[src/rtl/key_pkg.sv]
// -----------------------------------------------------------------------------
// key_pkg
// Shared constants and helpers for the key debounce bank.
//   - KEY_ACTIVE_LOW_DEF : default pin polarity (1 = pin reads 0 when pressed)
//   - *_DEF              : default tick divider, stability and repeat settings
//   - cnt_width()        : bit width of a counter that holds 0..n_states-1
// Optional feature macro used by the bank: KEY_AUTOREPEAT_EN.
// -----------------------------------------------------------------------------
package key_pkg;

   localparam int N_KEYS_DEF         = 5;
   localparam int KEY_ACTIVE_LOW_DEF = 1;
   localparam int TICK_DIV_DEF       = 500000;
   localparam int STABLE_CNT_DEF     = 3;
   localparam int HOLD_TICKS_DEF     = 50;
   localparam int REPEAT_TICKS_DEF   = 10;

   // Never returns 0 so a counter with a single state still gets a real bit.
   function automatic int cnt_width(input int n_states);
      return (n_states <= 2) ? 1 : $clog2(n_states);
   endfunction

endpackage

[src/rtl/key_tick_gen.sv]
// -----------------------------------------------------------------------------
// key_tick_gen
// Free-running divider producing a one-clk sample strobe every TICK_DIV clocks.
// The first strobe appears in the TICK_DIV-th cycle after reset release.
// Ports:
//   clk  in   system clock
//   rst  in   asynchronous active-high reset
//   tick out  high for one clk when the counter sits at TICK_DIV-1
// -----------------------------------------------------------------------------
module key_tick_gen
   import key_pkg::*;
#(
   parameter int TICK_DIV = TICK_DIV_DEF
) (
   input  logic clk,
   input  logic rst,
   output logic tick
);

   localparam int               CNT_W = cnt_width(TICK_DIV);
   localparam logic [CNT_W-1:0] LAST  = CNT_W'(TICK_DIV - 1);

   if (TICK_DIV < 2) begin : g_param_err
      $error("key_tick_gen: TICK_DIV must be >= 2");
   end

   logic [CNT_W-1:0] r_cnt;

   always_ff @(posedge clk or posedge rst) begin
      if (rst) begin
         r_cnt <= '0;
      end else if (r_cnt == LAST) begin
         r_cnt <= '0;
      end else begin
         r_cnt <= r_cnt + 1'b1;
      end
   end

   assign tick = (r_cnt == LAST);

endmodule

[src/rtl/key_debounce_bank.sv]
// -----------------------------------------------------------------------------
// key_debounce_bank
// Multi-channel push-button conditioner: 2-flop synchroniser, tick-sampled
// debounce, press/release pulses and a press-toggled latch per key.
// Optional feature macro: KEY_AUTOREPEAT_EN (auto-repeat key_press while held).
// Ports:
//   clk          in   system clock
//   rst          in   asynchronous active-high reset
//   key          in   raw button pins, N_KEYS wide
//   key_level    out  debounced state, 1 = pressed
//   key_press    out  one-clk pulse on accepted press (and on repeats)
//   key_release  out  one-clk pulse on accepted release
//   key_toggle   out  flips on every genuine press
// -----------------------------------------------------------------------------
module key_debounce_bank
   import key_pkg::*;
#(
   parameter int N_KEYS         = N_KEYS_DEF,
   parameter int TICK_DIV       = TICK_DIV_DEF,
   parameter int STABLE_CNT     = STABLE_CNT_DEF,
   parameter int KEY_ACTIVE_LOW = KEY_ACTIVE_LOW_DEF,
   parameter int HOLD_TICKS     = HOLD_TICKS_DEF,
   parameter int REPEAT_TICKS   = REPEAT_TICKS_DEF
) (
   input  logic              clk,
   input  logic              rst,
   input  logic [N_KEYS-1:0] key,
   output logic [N_KEYS-1:0] key_level,
   output logic [N_KEYS-1:0] key_press,
   output logic [N_KEYS-1:0] key_release,
   output logic [N_KEYS-1:0] key_toggle
);

   localparam int                STB_W    = cnt_width(STABLE_CNT);
   localparam logic [STB_W-1:0]  STB_LAST = STB_W'(STABLE_CNT - 1);
   localparam logic              POL_LOW  = (KEY_ACTIVE_LOW != 0);
   // Pin level meaning "released", used to preset the synchroniser.
   localparam logic [N_KEYS-1:0] INACTIVE = {N_KEYS{POL_LOW}};

   if (N_KEYS < 1 || TICK_DIV < 2 || STABLE_CNT < 1 || HOLD_TICKS < 1 ||
       REPEAT_TICKS < 1 || (KEY_ACTIVE_LOW != 0 && KEY_ACTIVE_LOW != 1)) begin : g_param_err
      $error("key_debounce_bank: illegal parameter value");
   end

   logic w_tick;

   key_tick_gen #(
      .TICK_DIV (TICK_DIV)
   ) u_tick (
      .clk  (clk),
      .rst  (rst),
      .tick (w_tick)
   );

   logic [N_KEYS-1:0] r_sync1;
   logic [N_KEYS-1:0] r_sync2;
   logic [N_KEYS-1:0] w_sample;

   always_ff @(posedge clk or posedge rst) begin
      if (rst) begin
         r_sync1 <= INACTIVE;
         r_sync2 <= INACTIVE;
      end else begin
         r_sync1 <= key;
         r_sync2 <= r_sync1;
      end
   end

   // Normalised so 1 always means pressed.
   assign w_sample = POL_LOW ? ~r_sync2 : r_sync2;

   genvar gi;
   for (gi = 0; gi < N_KEYS; gi++) begin : g_chan
      logic [STB_W-1:0] r_stb;
      logic             r_level;
      logic             r_level_d;
      logic             r_press;
      logic             r_release;
      logic             r_toggle;
      logic             w_rise;
      logic             w_fall;
      logic             w_rep_fire;

      // Debounce: count consecutive disagreeing ticks, accept on the last one.
      always_ff @(posedge clk or posedge rst) begin
         if (rst) begin
            r_stb   <= '0;
            r_level <= 1'b0;
         end else if (w_tick) begin
            if (w_sample[gi] == r_level) begin
               r_stb <= '0;
            end else if (r_stb == STB_LAST) begin
               r_level <= w_sample[gi];
               r_stb   <= '0;
            end else begin
               r_stb <= r_stb + 1'b1;
            end
         end
      end

      // Edges are detected against a delayed copy, so pulses land one clk
      // after key_level moves.
      assign w_rise = r_level & ~r_level_d;
      assign w_fall = ~r_level & r_level_d;

      always_ff @(posedge clk or posedge rst) begin
         if (rst) begin
            r_level_d <= 1'b0;
            r_press   <= 1'b0;
            r_release <= 1'b0;
            r_toggle  <= 1'b0;
         end else begin
            r_level_d <= r_level;
            r_press   <= w_rise | w_rep_fire;
            r_release <= w_fall;
            if (w_rise) begin
               r_toggle <= ~r_toggle;
            end
         end
      end

`ifdef KEY_AUTOREPEAT_EN
      localparam int HOLD_MAX = (HOLD_TICKS > REPEAT_TICKS) ? HOLD_TICKS : REPEAT_TICKS;
      localparam int HOLD_W   = cnt_width(HOLD_MAX);

      logic [HOLD_W-1:0] r_hold;
      logic              r_rep_phase;   // 0: waiting for first repeat, 1: repeating
      logic              w_hold_last;

      assign w_hold_last = r_rep_phase ? (r_hold == HOLD_W'(REPEAT_TICKS - 1))
                                       : (r_hold == HOLD_W'(HOLD_TICKS - 1));
      assign w_rep_fire  = w_tick & r_level & w_hold_last;

      always_ff @(posedge clk or posedge rst) begin
         if (rst) begin
            r_hold      <= '0;
            r_rep_phase <= 1'b0;
         end else if (w_tick) begin
            if (!r_level) begin
               r_hold      <= '0;
               r_rep_phase <= 1'b0;
            end else if (w_hold_last) begin
               r_hold      <= '0;
               r_rep_phase <= 1'b1;
            end else begin
               r_hold <= r_hold + 1'b1;
            end
         end
      end
`else
      assign w_rep_fire = 1'b0;
`endif

      assign key_level[gi]   = r_level;
      assign key_press[gi]   = r_press;
      assign key_release[gi] = r_release;
      assign key_toggle[gi]  = r_toggle;
   end

endmodule
[config.mk]
export PLATFORM = sky130hd
export DESIGN_NAME = key_debounce_bank
export DESIGN_NICKNAME = d
export VERILOG_FILES = /design/src/rtl/key_pkg.sv /design/src/rtl/key_tick_gen.sv /design/src/rtl/key_debounce_bank.sv
export SDC_FILE = /design/constraint.sdc
export NUM_CORES = 1
export LEC_CHECK = 0
export CORE_ASPECT_RATIO = 1.4
export CORE_UTILIZATION = 30
export CTS_CLUSTER_DIAMETER = 200
export CTS_CLUSTER_SIZE = 12
export DETAILED_ROUTE_END_ITERATION = 8
export PLACE_DENSITY = 0.58
export SLEW_MARGIN = 25
export SYNTH_ARGS = -nofsm -noshare
export SYNTH_HDL_FRONTEND = slang
export SYNTH_SLANG_ARGS = --single-unit
[constraint.sdc]
create_clock -name clk -period 5.43 [get_ports clk]
set_input_delay 0.8145 -clock clk [delete_from_list [all_inputs] [get_ports clk]]
set_output_delay 0.8145 -clock clk [all_outputs]
set_load 0.005 [all_outputs]
* Yosys cells after proc, flatten, opt, wreduce, memory -nomap -nowiden
Index checks and enable logic that the tools add are counted.
Cells by class: $add $sub $neg 6, muxes and demuxes 11, equality and inequality tests 11, reductions and logical operators 5, bitwise gates (word level) 31
Operators with widths (count):
- 2-to-1 mux 2 bit | 10
- NOT 1 bit | 20
- adder 19 x 1 -> 19 bit, second input constant | 1
- == test 19 bit, second input constant | 1
- 2-to-1 mux 19 bit | 1
- AND reduction 3 bit | 5
- adder 2 x 1 -> 2 bit, second input constant | 5
- bitwise AND 1 bit | 10
- == test 2 bit, second input constant | 5
- == test 1 bit | 5
- NOT 5 bit | 1
Word-level totals: word-level logic and storage cells 97, register bits after elaboration 64

* Longest topological paths before layout
word-level depth 4, mapped depth 6

* Cells and area by module
Synthesis repeated with hierarchy kept, for this count alone.
Second synthesis, totals: cell total of the unflattened synthesis 222, area total of the unflattened synthesis 2647.5 um^2
By module, submodules not included:
- key_debounce_bank | instances 1, area each 1749.2 um^2, cells an instance 133
- key_tick_gen | instances 1, area each 898.4 um^2, cells an instance 89

* Least setup slack after synthesis
Ideal clock, no wire load.
path type register to register, from reg u_tick.r_cnt[0], to reg u_tick.r_cnt[16], cell stages (with the launch flop) 7, period minus slack after synthesis 1.871 ns, library setup time 0.073 ns, slack 3.559 ns, data arrival time 1.798 ns, path buffers 1, required time 5.357 ns, path through dfrtp_1 > ha_1 > nand3_1 > or3_1 > buf_2 > or4_4 > a21oi_2
Between the ends: word-level cells in the longest chain between the ends 2, elaborated cells on any way between the ends 3, those cells by class add/sub: 1; eq/ne: 1; mux: 1
RTL lines:
- from (decl) | RTL line key_tick_gen.sv:27 | logic [CNT_W-1:0] r_cnt;
- from (signal assigned) | RTL line key_tick_gen.sv:35 | r_cnt <= r_cnt + 1'b1;
- adder 19 x 1 -> 19 bit or == test 19 bit (tied branches) | RTL line key_tick_gen.sv:35, key_tick_gen.sv:32
- 2-to-1 mux 19 bit (*) | RTL line key_tick_gen.sv:32 | end else if (r_cnt == LAST) begin
Mark *: on every way between the ends. The rest lies on a longest branch, timed or not. A chain may end at the register's enable or synchronous reset.

* Worst setup path in the final report
from reg u_tick.r_cnt[0], to reg g_chan[0].r_stb[1]
Between the ends: word-level cells in the longest chain between the ends 1
RTL lines:
- == test 19 bit | RTL line key_tick_gen.sv:39 | assign tick = (r_cnt == LAST);
- to (signal assigned) | RTL line key_debounce_bank.sv:96 | r_stb <= r_stb + 1'b1;
- to (decl) | RTL line key_debounce_bank.sv:74 | logic [STB_W-1:0] r_stb;
No other way between the ends.

==> results.yml <==
clock_network:
  cts.sinks: 64
  cts_buffer_depth: 2
  cts_setup_buffers: 0
  numCtsBuffers: 9
  cts_tree: "built"
  root_buffer: "clkbuf_16"
  clk_pin_slew_ns: 0.05
  cts_resized: 0
  ctsHoldBuffers: 0
  clkLatencyLatePin_ns: 0.32
  h-tree-depth: 3
sta:
  finalSetupViolCount: 0
  skew_ns: 0.00515
  tightest_slew_ns: 0.797
  fin_ws_ns: 3.19
  period_needed_ns: 2.24
  hold_violations: 0
  slew_headroom_pct: 46.8
  rsz0062_at_grt: "no"
  slew_viol_final: 0
  fin_setup_tns_ns: 0
  max_freq_mhz: 446
  hold_slack_ns: 0.353
  finalCritPeriodShare_pct: 41.3
worst_setup_path:
  crit_required_ns: 5.63
  path_max_fanout: 19
  critPathLaunchType: "flop"
  arrival_ns: 2.45
  path_class: "flop to flop"
  critPathCaptureType: "flop"
global_route:
  grt_antenna_before_repair: 0
  grt_max_degree: 65
  grt_pass1_vias: 1540
  gr-usage-all-layers_pct: 10.7
  grt_overflow: 0
  grt_pass1_wl_microns: 7330
yosys:
  synth_ff_type: "dfrtp_1"
  syn-cell-area_sq_um: 2650
  synth_cell_types: 32
  ys_warn_count: 0
  synthArstFlopShare_pct: 100
  synth_edf_count: 0
  avgSynthCellArea_sq_um: 12.5
  synthCells: 212
  ys_seq_area_share_pct: 61.0
  ys_seq_elements: 64
  syn-num-nets: 220
detailed_routing:
  vias_per_cell: 4.53
  drc: 0
  ant_nets: 0
  drt_iter0_drc: 70
  routedWlPerCell_microns: 12.4
  firstDrtPassIters: 4
  routed_wl_microns: 4160
  vias: 1521
place:
  gp_congestion: 0.746
  dp_hpwl_microns: 2750
  dpl_worst_slack_ns: 3.17
  io_buffers: 26
power_and_ir_drop:
  total_power_mw: 1.12
  max-vdd-ir-drop_mv: 0.172
  power_density_nw_per_um2: 350
  power_leakage_nw: 1.46
finish:
  area_growth_pct: 20.9
  fillers: 807
  nets: 234
  layout-drive-gt1-share_pct: 13.0
  n_antenna_cell: 0
die:
  initial_utilization_pct: 30.9
  core_sq_um: 8560
  fp.dieH_microns: 113
  die-area_sq_um: 9200
  die_w_microns: 81.4
  ios: 27
  row_count: 40
run:
  maxCapViolations: 0
worst_hold_path:
  holdCritPathClass: "flop to flop"
run_status:
  status: "finished clean"
-- cell families (layout without fill, tap and decap cells) --
logic type | count (synthesis) | count (layout) | synth area share (%)
buffers and inverters | 31 | 50 | 7.52
and+or+nand+nor | 69 | 69 | 15.2
AOI/OAI and AO/OA | 10 | 10 | 2.51
xor gates and xnor gates | 24 | 24 | 7.95
adders and majority gates | 1 | 1 | 0.473
muxes | 13 | 13 | 5.35
DFF | 64 | 64 | 61.0
-- stage by stage --
step / std cells / cell area, sq um / util, %
2_1_floorplan: 212 / 2650 / -
3_3_place_gp: 320 / 2870 / 33.6
3_5_place_dp: 320 / 2870 / 33.6
4_1_cts: 336 / 3200 / 37.4
5_1_grt: 336 / 3200 / 37.4
6_report: 336 / 3200 / 37.4
-- worst max-delay path, stage by stage (launching register included) --
cell and delay (ns):
dfrtp_1 0.39, ha_1 0.22, and3_1 0.20, nand4_1 0.36, nor2_4 0.57, mux2_1 0.38
-- state kept, by name, summed over array words and instances, names as in the netlist --
register,count
g_chan.r_level_d,5
r_sync2,5
r_sync1,5
g_chan.r_level,5
u_tick.r_cnt,19
g_chan.r_press,5
g_chan.r_toggle,5
g_chan.r_stb,10
g_chan.r_release,5
-- cells in the mapped netlist (7+ instances only) --
cell type	count	area share, %
xor2_1	15	5.0
mux2_1	9	3.8
xnor2_1	9	3.0
nor2_1	16	2.3
nor2b_1	7	1.7
buf_4	21	6.0
dfstp_2	10	9.9
inv_1	7	0.99
dfrtp_1	54	51
nand3_1	7	1.3
-- routing by layer --
| layer | vias up | GRT usage (%) | wire length (microns) | share of wire [%] |
|---|---|---|---|---|
| met4 | 0 | 7.02 | 120 | 2.9 |
| li1 | 727 | - | - | - |
| met1 | 760 | 12.6 | 1800 | 43 |
| met3 | 10 | 3.71 | 145 | 3.5 |
| met5 | - | 0 | 0 | 0 |
| met2 | 24 | 16.4 | 2100 | 50 |
-- placed cells by master, fill, tap and decap left out, drive strengths merged --
master,netlist,routed
and4,2,2
nor3b,4,4
nor4b,4,4
xnor2,9,9
a21oi,3,3
clkdlybuf4s50,0,26
nor2b,7,7
o41ai,2,2
nor3,5,5
clkinv,0,1
clkbuf,0,13
nor4,2,2
o21ai,3,3
dfstp,10,10
inv,7,7
mux2i,4,4
nand2b,2,2
nand2,5,5
and3,2,2
nor2,17,17
mux2,9,9
or3,4,4
ha,1,1
nand4,6,6
xor2,15,15
dfrtp,54,54
bufinv,0,2
nand3,7,7
or4,2,2
buf,24,1
o31ai,2,2
-- where the power goes --
part / leakage (nW) / internal [mW] / switching [mW] / total (mW)
logic: 0.453 / 0.00552 / 0.0112 / 0.0167
clock network: 0.160 / 0.426 / 0.191 / 0.617
registers: 0.845 / 0.484 / 0.00175 / 0.486
total: 1.46 / 0.916 / 0.204 / 1.12
-- worst paths after layout --
kind	startpoint	to	slack, ns	depth (start not counted)
hold reg to reg	r_sync1[2]$_DFF_PP1_	r_sync2[2]$_DFF_PP1_	0.35	0
min in group asynchronous	rst	g_chan[0].r_release$_DFF_PP0_	1.04	3
setup reg to reg	u_tick.r_cnt[0]$_DFF_PP0_	g_chan[0].r_stb[1]$_DFFE_PP0N_	3.19	5
max in group asynchronous	rst	g_chan[1].r_release$_DFF_PP0_	3.86	3
setup / recovery	u_tick.r_cnt[0]$_DFF_PP0_	g_chan[0].r_stb[1]$_DFFE_PP0N_	3.19	5
hold / removal	r_sync1[2]$_DFF_PP1_	r_sync2[2]$_DFF_PP1_	0.35	0
-- final cells by class --
cell class                 instances  area (sq um)  area share (%)
clock buffer                      13           260            8.14
timing repair buffer              27           268            8.38
clock inverter                     3          65.1            2.04
multi-input combinational        117           832            26.0
sequential                        64          1610            50.5
inverter                           7          26.3           0.822
tap                              105           131            4.11
Power figures use the tool's default switching activity.
